==> src/rtl/cache_axi_pkg.sv <==
// Shared constants and types for the icache AXI read bridge.
// Holds AXI field encodings, line geometry and the refill FSM state enum.
package cache_axi_pkg;

    localparam logic [1:0] BURST_INCR = 2'b01;
    localparam logic [2:0] SIZE_4B    = 3'b010;
    localparam logic [1:0] RESP_OKAY  = 2'b00;

    localparam int LINE_BYTES = 64;
    localparam int LINE_WORDS = 16;

    typedef enum logic [1:0] {
        ST_IDLE,
        ST_AR,
        ST_R,
        ST_DRAIN
    } rd_state_e;

endpackage

==> src/rtl/icache_axi_rd_bridge_rd_out_stage.sv <==
// One-entry output register for returned refill beats.
// Ports: load/load_data/load_last in, ret_ready in; ret_valid/ret_last/ret_data out,
// can_load out (stage empty or being drained this cycle).
module rd_out_stage #(
    parameter int DATA_W = 32
) (
    input  logic              clk,
    input  logic              rstn,
    input  logic              load,
    input  logic [DATA_W-1:0] load_data,
    input  logic              load_last,
    input  logic              ret_ready,
    output logic              ret_valid,
    output logic              ret_last,
    output logic [DATA_W-1:0] ret_data,
    output logic              can_load
);

    logic              valid_q, valid_d;
    logic              last_q, last_d;
    logic [DATA_W-1:0] data_q, data_d;

    assign can_load  = !valid_q || ret_ready;
    assign ret_valid = valid_q;
    assign ret_last  = last_q;
    assign ret_data  = data_q;

    // A load in the same cycle as a consume replaces the entry.
    always_comb begin
        valid_d = valid_q;
        last_d  = last_q;
        data_d  = data_q;
        if (load) begin
            valid_d = 1'b1;
            last_d  = load_last;
            data_d  = load_data;
        end else if (valid_q && ret_ready) begin
            valid_d = 1'b0;
            last_d  = 1'b0;
        end
    end

    always_ff @(posedge clk) begin
        if (rstn) begin
            valid_q <= 1'b0;
            last_q  <= 1'b0;
            data_q  <= '0;
        end else begin
            valid_q <= valid_d;
            last_q  <= last_d;
            data_q  <= data_d;
        end
    end

endmodule

==> src/rtl/icache_axi_rd_bridge.sv <==
// Read-only AXI4 master turning one icache line refill into a 16-beat INCR burst.
// Ports: cache side r_req/r_addr/r_rdy, ret_valid/ret_last/r_data_AXI, r_data_ready, err;
// AXI side AR channel (araddr..arready) and R channel (rdata..rready).
module icache_axi_rd_bridge #(
    parameter int ADDR_W     = 32,
    parameter int LINE_WORDS = 16,
    parameter int ID_W       = 4,
    parameter int AR_ID      = 0
) (
    input  logic              clk,
    input  logic              rstn,
    input  logic              r_req,
    input  logic [ADDR_W-1:0] r_addr,
    output logic              r_rdy,
    input  logic              r_data_ready,
    output logic              ret_valid,
    output logic              ret_last,
    output logic [31:0]       r_data_AXI,
    output logic              err,
    output logic [ADDR_W-1:0] araddr,
    output logic [7:0]        arlen,
    output logic [2:0]        arsize,
    output logic [1:0]        arburst,
    output logic [ID_W-1:0]   arid,
    output logic              arvalid,
    input  logic              arready,
    input  logic [31:0]       rdata,
    input  logic [1:0]        rresp,
    input  logic              rlast,
    input  logic [ID_W-1:0]   rid,
    input  logic              rvalid,
    output logic              rready
);

    import cache_axi_pkg::*;

    localparam int CNT_W = $clog2(LINE_WORDS);
    localparam int OFF_W = $clog2(LINE_BYTES);
    localparam logic [CNT_W-1:0] LAST_IDX = CNT_W'(LINE_WORDS - 1);

    rd_state_e         state_q, state_d;
    logic [CNT_W-1:0]  cnt_q, cnt_d;
    logic [ADDR_W-1:0] araddr_q, araddr_d;
    logic              err_q, err_d;

    logic stage_free;
    logic r_hs;
    logic is_last;
    logic addr_unused;

    // Line offset bits never reach the bus.
    assign addr_unused = ^r_addr[OFF_W-1:0];

    assign arlen   = 8'(LINE_WORDS - 1);
    assign arsize  = SIZE_4B;
    assign arburst = BURST_INCR;
    assign arid    = ID_W'(AR_ID);
    assign araddr  = araddr_q;
    assign arvalid = (state_q == ST_AR);
    assign r_rdy   = arvalid && arready;
    assign err     = err_q;

    assign rready  = (state_q == ST_R) && stage_free;
    assign r_hs    = rvalid && rready;
    assign is_last = (cnt_q == LAST_IDX);

    always_comb begin
        state_d  = state_q;
        cnt_d    = cnt_q;
        araddr_d = araddr_q;
        err_d    = err_q;
        unique case (state_q)
            ST_IDLE: begin
                if (r_req) begin
                    araddr_d = {r_addr[ADDR_W-1:OFF_W], {OFF_W{1'b0}}};
                    state_d  = ST_AR;
                end
            end
            ST_AR: begin
                if (arready) begin
                    cnt_d   = '0;
                    state_d = ST_R;
                end
            end
            ST_R: begin
                if (r_hs) begin
                    // Wraps to zero exactly as the last beat leaves.
                    cnt_d = cnt_q + CNT_W'(1);
                    if (is_last) begin
                        state_d = ST_DRAIN;
                    end
                end
            end
            ST_DRAIN: begin
                if (ret_valid && r_data_ready) begin
                    state_d = ST_IDLE;
                end
            end
            default: state_d = ST_IDLE;
        endcase
        // Protocol faults are flagged only; the beat stream is untouched.
        if (r_hs && ((rresp != RESP_OKAY) ||
                     (rid != ID_W'(AR_ID)) ||
                     (rlast != is_last))) begin
            err_d = 1'b1;
        end
    end

    always_ff @(posedge clk) begin
        if (rstn) begin
            state_q  <= ST_IDLE;
            cnt_q    <= '0;
            araddr_q <= '0;
            err_q    <= 1'b0;
        end else begin
            state_q  <= state_d;
            cnt_q    <= cnt_d;
            araddr_q <= araddr_d;
            err_q    <= err_d;
        end
    end

    rd_out_stage #(
        .DATA_W(32)
    ) u_out (
        .clk      (clk),
        .rstn     (rstn),
        .load     (r_hs),
        .load_data(rdata),
        .load_last(is_last),
        .ret_ready(r_data_ready),
        .ret_valid(ret_valid),
        .ret_last (ret_last),
        .ret_data (r_data_AXI),
        .can_load (stage_free)
    );

endmodule

==> config.mk <==
export PLATFORM = sky130hd
export DESIGN_NAME = icache_axi_rd_bridge
export DESIGN_NICKNAME = d
export VERILOG_FILES = /design/src/rtl/cache_axi_pkg.sv /design/src/rtl/icache_axi_rd_bridge_rd_out_stage.sv /design/src/rtl/icache_axi_rd_bridge.sv
export SDC_FILE = /design/constraint.sdc
export NUM_CORES = 1
export LEC_CHECK = 0
export ABC_AREA = 1
export CAP_MARGIN = 5
export CORE_MARGIN = 5
export CORE_UTILIZATION = 38
export DETAILED_ROUTE_END_ITERATION = 8
export GPL_TIMING_DRIVEN = 1
export HOLD_SLACK_MARGIN = 0.05
export PLACE_DENSITY = 0.86
export SYNTH_ARGS = -nofsm -noshare
export SYNTH_HDL_FRONTEND = slang
export SYNTH_HIERARCHICAL = 1
export SYNTH_SLANG_ARGS = --single-unit
==> constraint.sdc <==
create_clock -name clk -period 2.2 [get_ports clk]
set_clock_uncertainty 0.15 [all_clocks]
set_input_delay 0.33 -clock clk [delete_from_list [all_inputs] [get_ports clk]]
set_output_delay 0.33 -clock clk [all_outputs]
set_load 0.005 [all_outputs]
==> results of run 1 <==
==> layout by cell type (no fill, tap or decap), drive strengths merged <==
cell type / netlist / layout
clkinvlp: 0 / 1
or2: 1 / 1
inv: 25 / 25
nand3: 7 / 7
nor2: 131 / 131
conb: 2 / 23
buf: 30 / 6
clkinv: 0 / 3
nand4: 1 / 1
o21ai: 62 / 62
clkbuf: 10 / 11
dfxtp: 67 / 67
o21bai: 1 / 1
bufinv: 0 / 1
nand2: 28 / 28
a21oi: 9 / 9
ha: 6 / 6
clkdlybuf4s50: 0 / 134
==> critical path, delay by kind of cell, from the launching register on <==
family        cells  cell delay (ns)
buf+inv           3             0.64
flops             1             0.34
fa+ha+maj         1             0.23
simple gates      1             0.06
==> worst paths after layout <==
| check | start | to | cells past startpoint |
|---|---|---|---|
| hold / removal | err | err | 2 |
| hold reg to reg | err | err | 2 |
| setup reg to reg | state_q[0] | u_out/ret_data[20] | 7 |
| setup / recovery | state_q[0] | rready | 5 |
==> logic make-up (layout without fill, tap and decap cells) <==
kind of cell	Yosys count	count (layout)
flip-flops	67	67
AO/OA/AOI/OAI	72	72
adder cells (fa/ha/maj)	6	6
buffers and inverters	65	181
other	2	23
AND/OR/NAND/NOR	168	168
==> per-layer routing <==
layer,up-vias,wire length [um],global-route usage (%),share of wire (%)
met3,10,1010,7.668,14
met5,-,0,0,0
li1,1407,-,-,-
met2,124,3496,27.59,47
met1,1234,2767,15.60,37
met4,0,113,5.257,1.5
==> metrics by stage <==
step	hold WS, ns	area, um2	setup TNS (ns)
5_1_grt	0.3228	4339	0
4_1_cts	0.3101	4337	0
2_1_floorplan	0.2424	2922	0
3_3_place_gp	0.2860	4143	0
6_report	0.3081	4339	0
3_5_place_dp	0.2992	4143	-0.01453
==> what timing repair did <==
| action | in CTS | in global routing |
|---|---|---|
| endpoints found under the setup margin | 0 | 1 |
| hold buffers | 0 | 0 |
| gates resized for setup | 0 | 1 |
==> flip-flops by register name, summed over array words and instances, names as in the netlist <==
signal / flops
state_q: 2
cnt_q: 4
u_out/ret_valid: 1
u_out/ret_last: 1
u_out/ret_data: 32
araddr: 26
err: 1
==> cell type report <==
cell class              count  area share, %
clock inverters             5          1.211
clock buffers              11          3.258
inverters                  25          2.163
multi-input cells         269          27.65
well taps                  99          2.855
flip-flops and latches     67          30.91
repair buffers            140          31.95
==> where the power goes <==
group          switching (mW)  total [mW]  leakage [nW]  internal [mW]
Sequential              0.166        1.70         0.549           1.53
Clock                   0.434       0.983        0.0991          0.549
Combinational           0.716        1.58          1.22          0.862
==> impl_metrics.py, run 1 <==
metrics = {
    "route": {
        "viasPerCell": 4.505,
        "initialDrtViolationCount": 60,
        "wirelength_mm": 7.389,
        "vias": 2775,
        "ant_nets": 0,
        "routedWlPerCell_um": 12.00,
        "drc": 0,
        "drt_first_pass_iters": 4,
    },
    "timing": {
        "fmax_mhz": 482.6,
        "tightest_slew_ns": 0.7031,
        "relSlewSlack_pct": 53.07,
        "hold_violations": 0,
        "setup_viol": 0,
        "rsz0062_at_grt": "false",
        "period_minus_slack_ns": 2.072,
        "slew_violations": 0,
        "worst_slack_ns": 0.1280,
        "post-route-period-util_pct": 94.18,
    },
    "layout": {
        "final_cells": 616,
        "layout-drive-gt1-share_pct": 5.996,
        "fill_cells": 669,
        "regArea_um2": 1341,
        "area_delta_synth_final_pct": 52.64,
        "postLayoutCoreUtil_pct": 59.82,
        "multiInputGateArea_um2": 1200,
        "nets": 595,
        "insertedDiodeCount": 0,
    },
    "clock_network": {
        "cts_inserted_buffers": 9,
        "cts.clk_slew.worst_paths_ns": 0.07,
        "clk_latency_ns": 0.32,
        "htree_num_levels": 3,
        "root_buffer": "clkbuf_8",
        "clockBufferDepth": 2,
        "cts_tree": "yes",
        "cts_setup_buffers": 0,
        "cts_sinks": 67,
    },
    "synth": {
        "synth_async_sr_flop_share_pct": 0,
        "synth_top_cell_area_share_pct": 47.18,
        "synthCells": 380,
        "synthMuxAreaShare_pct": 0,
        "netlist_top_cells_area": "dfxtp_1 47%, nor2_1 17%, o21ai_0 10%",
        "synthMostInstantiatedCell": "nor2_1",
        "ys_warn_count": 6,
        "ys_dominant_reg_cell": "dfxtp_1",
        "synth_top_family_by_area": "simple AND/OR/NAND/NOR gates",
        "synth_commonest_cells": "129 x nor2_1, 67 x dfxtp_1, 59 x o21ai_0",
        "syn_avg_cell_area_um2": 7.481,
        "synth_compound_area_share_pct": 13.16,
        "synth_edf_count": 0,
        "synth-xor-area-share_pct": 0,
        "ys_types": 23,
        "synth_largest_area_cell": "dfxtp_1",
        "yosysSeqAreaShare_pct": 47.18,
        "synth_fa_ha_area_share_pct": 2.641,
        "synth_area_um2": 2843,
        "synth-simple-area-share_pct": 23.28,
        "synth_seq_cells": 67,
    },
    "grt": {
        "grt-ovfl-total": 0,
        "grt_max_degree": 35,
        "grt_pass1_vias": 2658,
        "grt_use_total_pct": 15.46,
        "grt_pass1_wl_mm": 11.39,
        "antenna_found_initial": 0,
    },
    "placed_design": {
        "hpwlAfterDp_mm": 5.831,
        "io_buffers": 134,
        "dp_slack_ns": -0.01453,
        "placed_cells": 600,
        "gp_congestion": 0.7222,
    },
    "floorplanning": {
        "fp.dieW_um": 96.49,
        "die_h_um": 96.49,
        "initial_core_util_pct": 39.19,
        "dieArea_um2": 9310,
        "coreArea_um2": 7253,
        "fp-row-count": 31,
        "io_pins": 164,
    },
    "critical_path": {
        "worstSetupStartpointType": "register",
        "cp.required_ns": 1.72,
        "arrival_ns": 1.59,
        "cp_max_fo": 4,
        "crit_path_frequent_cell": "inv_1",
        "cp_slowest_stage_delay_ns": 0.48,
        "crit_path_end_kind": "primary output",
        "crit_slowest_cell": "clkdlybuf4s50_1",
        "cp_cell_sequence": "inv_1 > ha_2 > nand2_1 > inv_1 > clkdlybuf4s50_1",
        "r2r_slack_ns": 0.40,
        "crit_type": "register to primary output",
    },
    "power": {
        "max-vdd-ir-drop_uv": 641.3,
        "powerDensity_nw_per_um2": 981.2,
        "p_leak_nw": 1.867,
        "power_mw": 4.258,
    },
    "job": {
        "drv_cap": 0,
    },
    "hold_path": {
        "hold_class": "register to register",
    },
    "outcome": {
        "status": "complete, no violations",
    },
}
Power figures use the tool's default switching activity.
==> run 2, diff against run 1 <==
clock period = 2.3 ns   (was 2.2 ns; I/O delays follow)
==> run 2 against run 1 <==
Die area is the same. Wire length rose by 1.1%. Final area rose by 1.5%. Sequential share of layout area down 0.47 points. Final cell count did not move. Total power is 1.6% higher. Critical path type unchanged.
==> impl_metrics.py, run 2 (synthesized netlist as in run 1, its figures left out) <==
metrics = {
    "timing": {
        "worst_slack_ns": 0.1299,
        "post-route-period-util_pct": 94.35,
        "finalSetupTns_ns": 0,
        "relSlewSlack_pct": 63.17,
        "tightest_slew_ns": 0.5517,
        "slew_violations": 0,
        "setup_viol": 0,
        "hold_violations": 0,
        "rsz0062_at_grt": "false",
        "period_minus_slack_ns": 2.170,
        "fmax_mhz": 460.8,
    },
    "hold_path": {
        "whs_path_depth": 2,
        "hold_class": "register to register",
        "hp-start": "u_out/ret_last",
        "worstHoldEndpoint": "u_out/ret_last",
    },
    "job": {
        "drv_cap": 0,
    },
    "floorplanning": {
        "die_h_um": 96.49,
        "dieArea_um2": 9310,
        "initial_core_util_pct": 39.19,
        "io_pins": 164,
        "coreArea_um2": 7253,
        "fp.dieW_um": 96.49,
        "fp-row-count": 31,
    },
    "critical_path": {
        "arrival_ns": 1.68,
        "cp_cell_sequence": "inv_1 > ha_4 > nand2_1 > inv_1 > clkdlybuf4s50_1",
        "crit_path_end_kind": "primary output",
        "r2r_end": "u_out/ret_data[11]",
        "crit_path_frequent_cell": "inv_1",
        "crit_type": "register to primary output",
        "worstSetupStartpointType": "register",
        "timing.rr.start": "state_q[0]",
        "cp_slowest_stage_delay_ns": 0.49,
        "r2r_slack_ns": 0.50,
        "ff2ff_path_depth": 7,
        "crit_slowest_cell": "clkdlybuf4s50_1",
        "cp_max_fo": 10,
        "cp.required_ns": 1.80,
    },
    "grt": {
        "grt_max_degree": 35,
        "grt_use_total_pct": 15.73,
        "antenna_found_initial": 0,
        "grt_pass1_wl_mm": 11.48,
        "grt-ovfl-total": 0,
        "grt_pass1_vias": 2619,
    },
    "power": {
        "max-vdd-ir-drop_uv": 614.8,
        "powerDensity_nw_per_um2": 981.9,
        "switching_power_mw": 1.287,
        "p_leak_nw": 1.884,
        "power.internal_mw": 3.039,
        "sequentialPowerShare_pct": 37.5,
        "p_sw_share_pct": 29.74,
        "clock_power_share_pct": 27.4,
        "combPwrFrac_pct": 35.1,
    },
    "clock_network": {
        "cts_inserted_buffers": 9,
        "root_buffer": "clkbuf_8",
        "clk_latency_ns": 0.33,
        "cts_resized": 1,
        "cts_tree": "yes",
        "cts.clk_slew.worst_paths_ns": 0.07,
        "clockBufferDepth": 2,
        "cts_sinks": 67,
        "cts_setup_buffers": 0,
        "cts_hold_buf": 0,
        "htree_num_levels": 3,
    },
    "layout": {
        "multiInputGateArea_um2": 1210,
        "insertedDiodeCount": 0,
        "nets": 595,
        "area_delta_synth_final_pct": 54.97,
        "most-common-layout-cells": "134 x clkdlybuf4s50_1, 129 x nor2_1, 67 x dfxtp_1",
        "layout-drive-gt1-share_pct": 6.190,
        "final_common_cell": "clkdlybuf4s50_1",
        "largest_reg_flops": 32,
        "regArea_um2": 1341,
        "fill_cells": 635,
    },
    "route": {
        "ant_nets": 0,
        "drt_first_pass_iters": 4,
        "viasPerCell": 4.494,
        "wirelength_mm": 7.467,
        "vias": 2768,
        "initialDrtViolationCount": 104,
        "routedWlPerCell_um": 12.12,
        "drc": 0,
    },
    "placed_design": {
        "io_buffers": 134,
        "dp_slack_ns": 0.1427,
        "gp_congestion": 0.7834,
        "hpwlAfterDp_mm": 5.809,
    },
    "outcome": {
        "status": "complete, no violations",
    },
}
-- run 2: cell types whose count changed in the layout (fill, tap and decap cells not counted), sizes merged --
cell,previous run,this run
clkinvlp,1,3
clkinv,3,0
bufinv,1,3
clkbuf,11,10
-- run 2: metal layers --
layer	GRT usage (%)	up-vias	routed length [um]
li1	-	1409	-
met1	16.34	1221	2775
met2	27.18	127	3517
met3	7.668	11	1068
met4	6.192	0	105
met5	0	-	0
-- run 2: final cells by class --
type / instances / area share [%]
Tap cell: 99 / 2.812
Clock buffer: 10 / 3.124
Clock inverter: 6 / 2.556
Timing Repair Buffer: 140 / 31.47
Multi-Input combinational cell: 269 / 27.46
Inverter: 25 / 2.130
Sequential cell: 67 / 30.45
-- run 2: metrics by stage --
| step | utilization, % | hold slack, ns | cell area, um2 | power, mW | instances |
|---|---|---|---|---|---|
| final | 60.74 | 0.3114 | 4405 | 4.326 | 616 |
| after detailed placement | 57.12 | 0.3035 | 4143 | 3.168 | 600 |
| after global routing | 60.74 | 0.3320 | 4405 | 4.651 | 616 |
| after floorplan | - | 0.2574 | 2922 | 2.385 | 401 |
| after CTS | 60.60 | 0.3175 | 4395 | 4.381 | 616 |
| after global placement | 57.12 | 0.2901 | 4143 | 3.104 | 600 |
-- run 2: power groups by stage --
stage	combinational (mW)	clock (mW)	sequential, mW
floorplan	0.726	0	1.66
global placement	1.47	0	1.63
detailed placement	1.52	0	1.65
CTS	1.53	1.23	1.62
global route	1.71	1.28	1.66
finish	1.52	1.19	1.62
-- run 2: worst max-delay path by stage --
stage	from	to	slack, ns	cells after the start
floorplan	state_q[0]	u_out/ret_data[10]	0.75	9
global placement	r_data_ready	rready	0.22	6
detailed placement	r_data_ready	u_out/ret_data[11]	0.14	9
CTS	state_q[0]	rready	0.003	5
global route	state_q[0]	rready	0.006	5
finish	state_q[0]	rready	0.13	5
-- run 2: critical path: cells and delay by family (launching register included) --
kind | cells | cell delay (ns)
buf+inv | 3 | 0.70
flops | 1 | 0.34
fa+ha+maj | 1 | 0.24
simple gates | 1 | 0.06
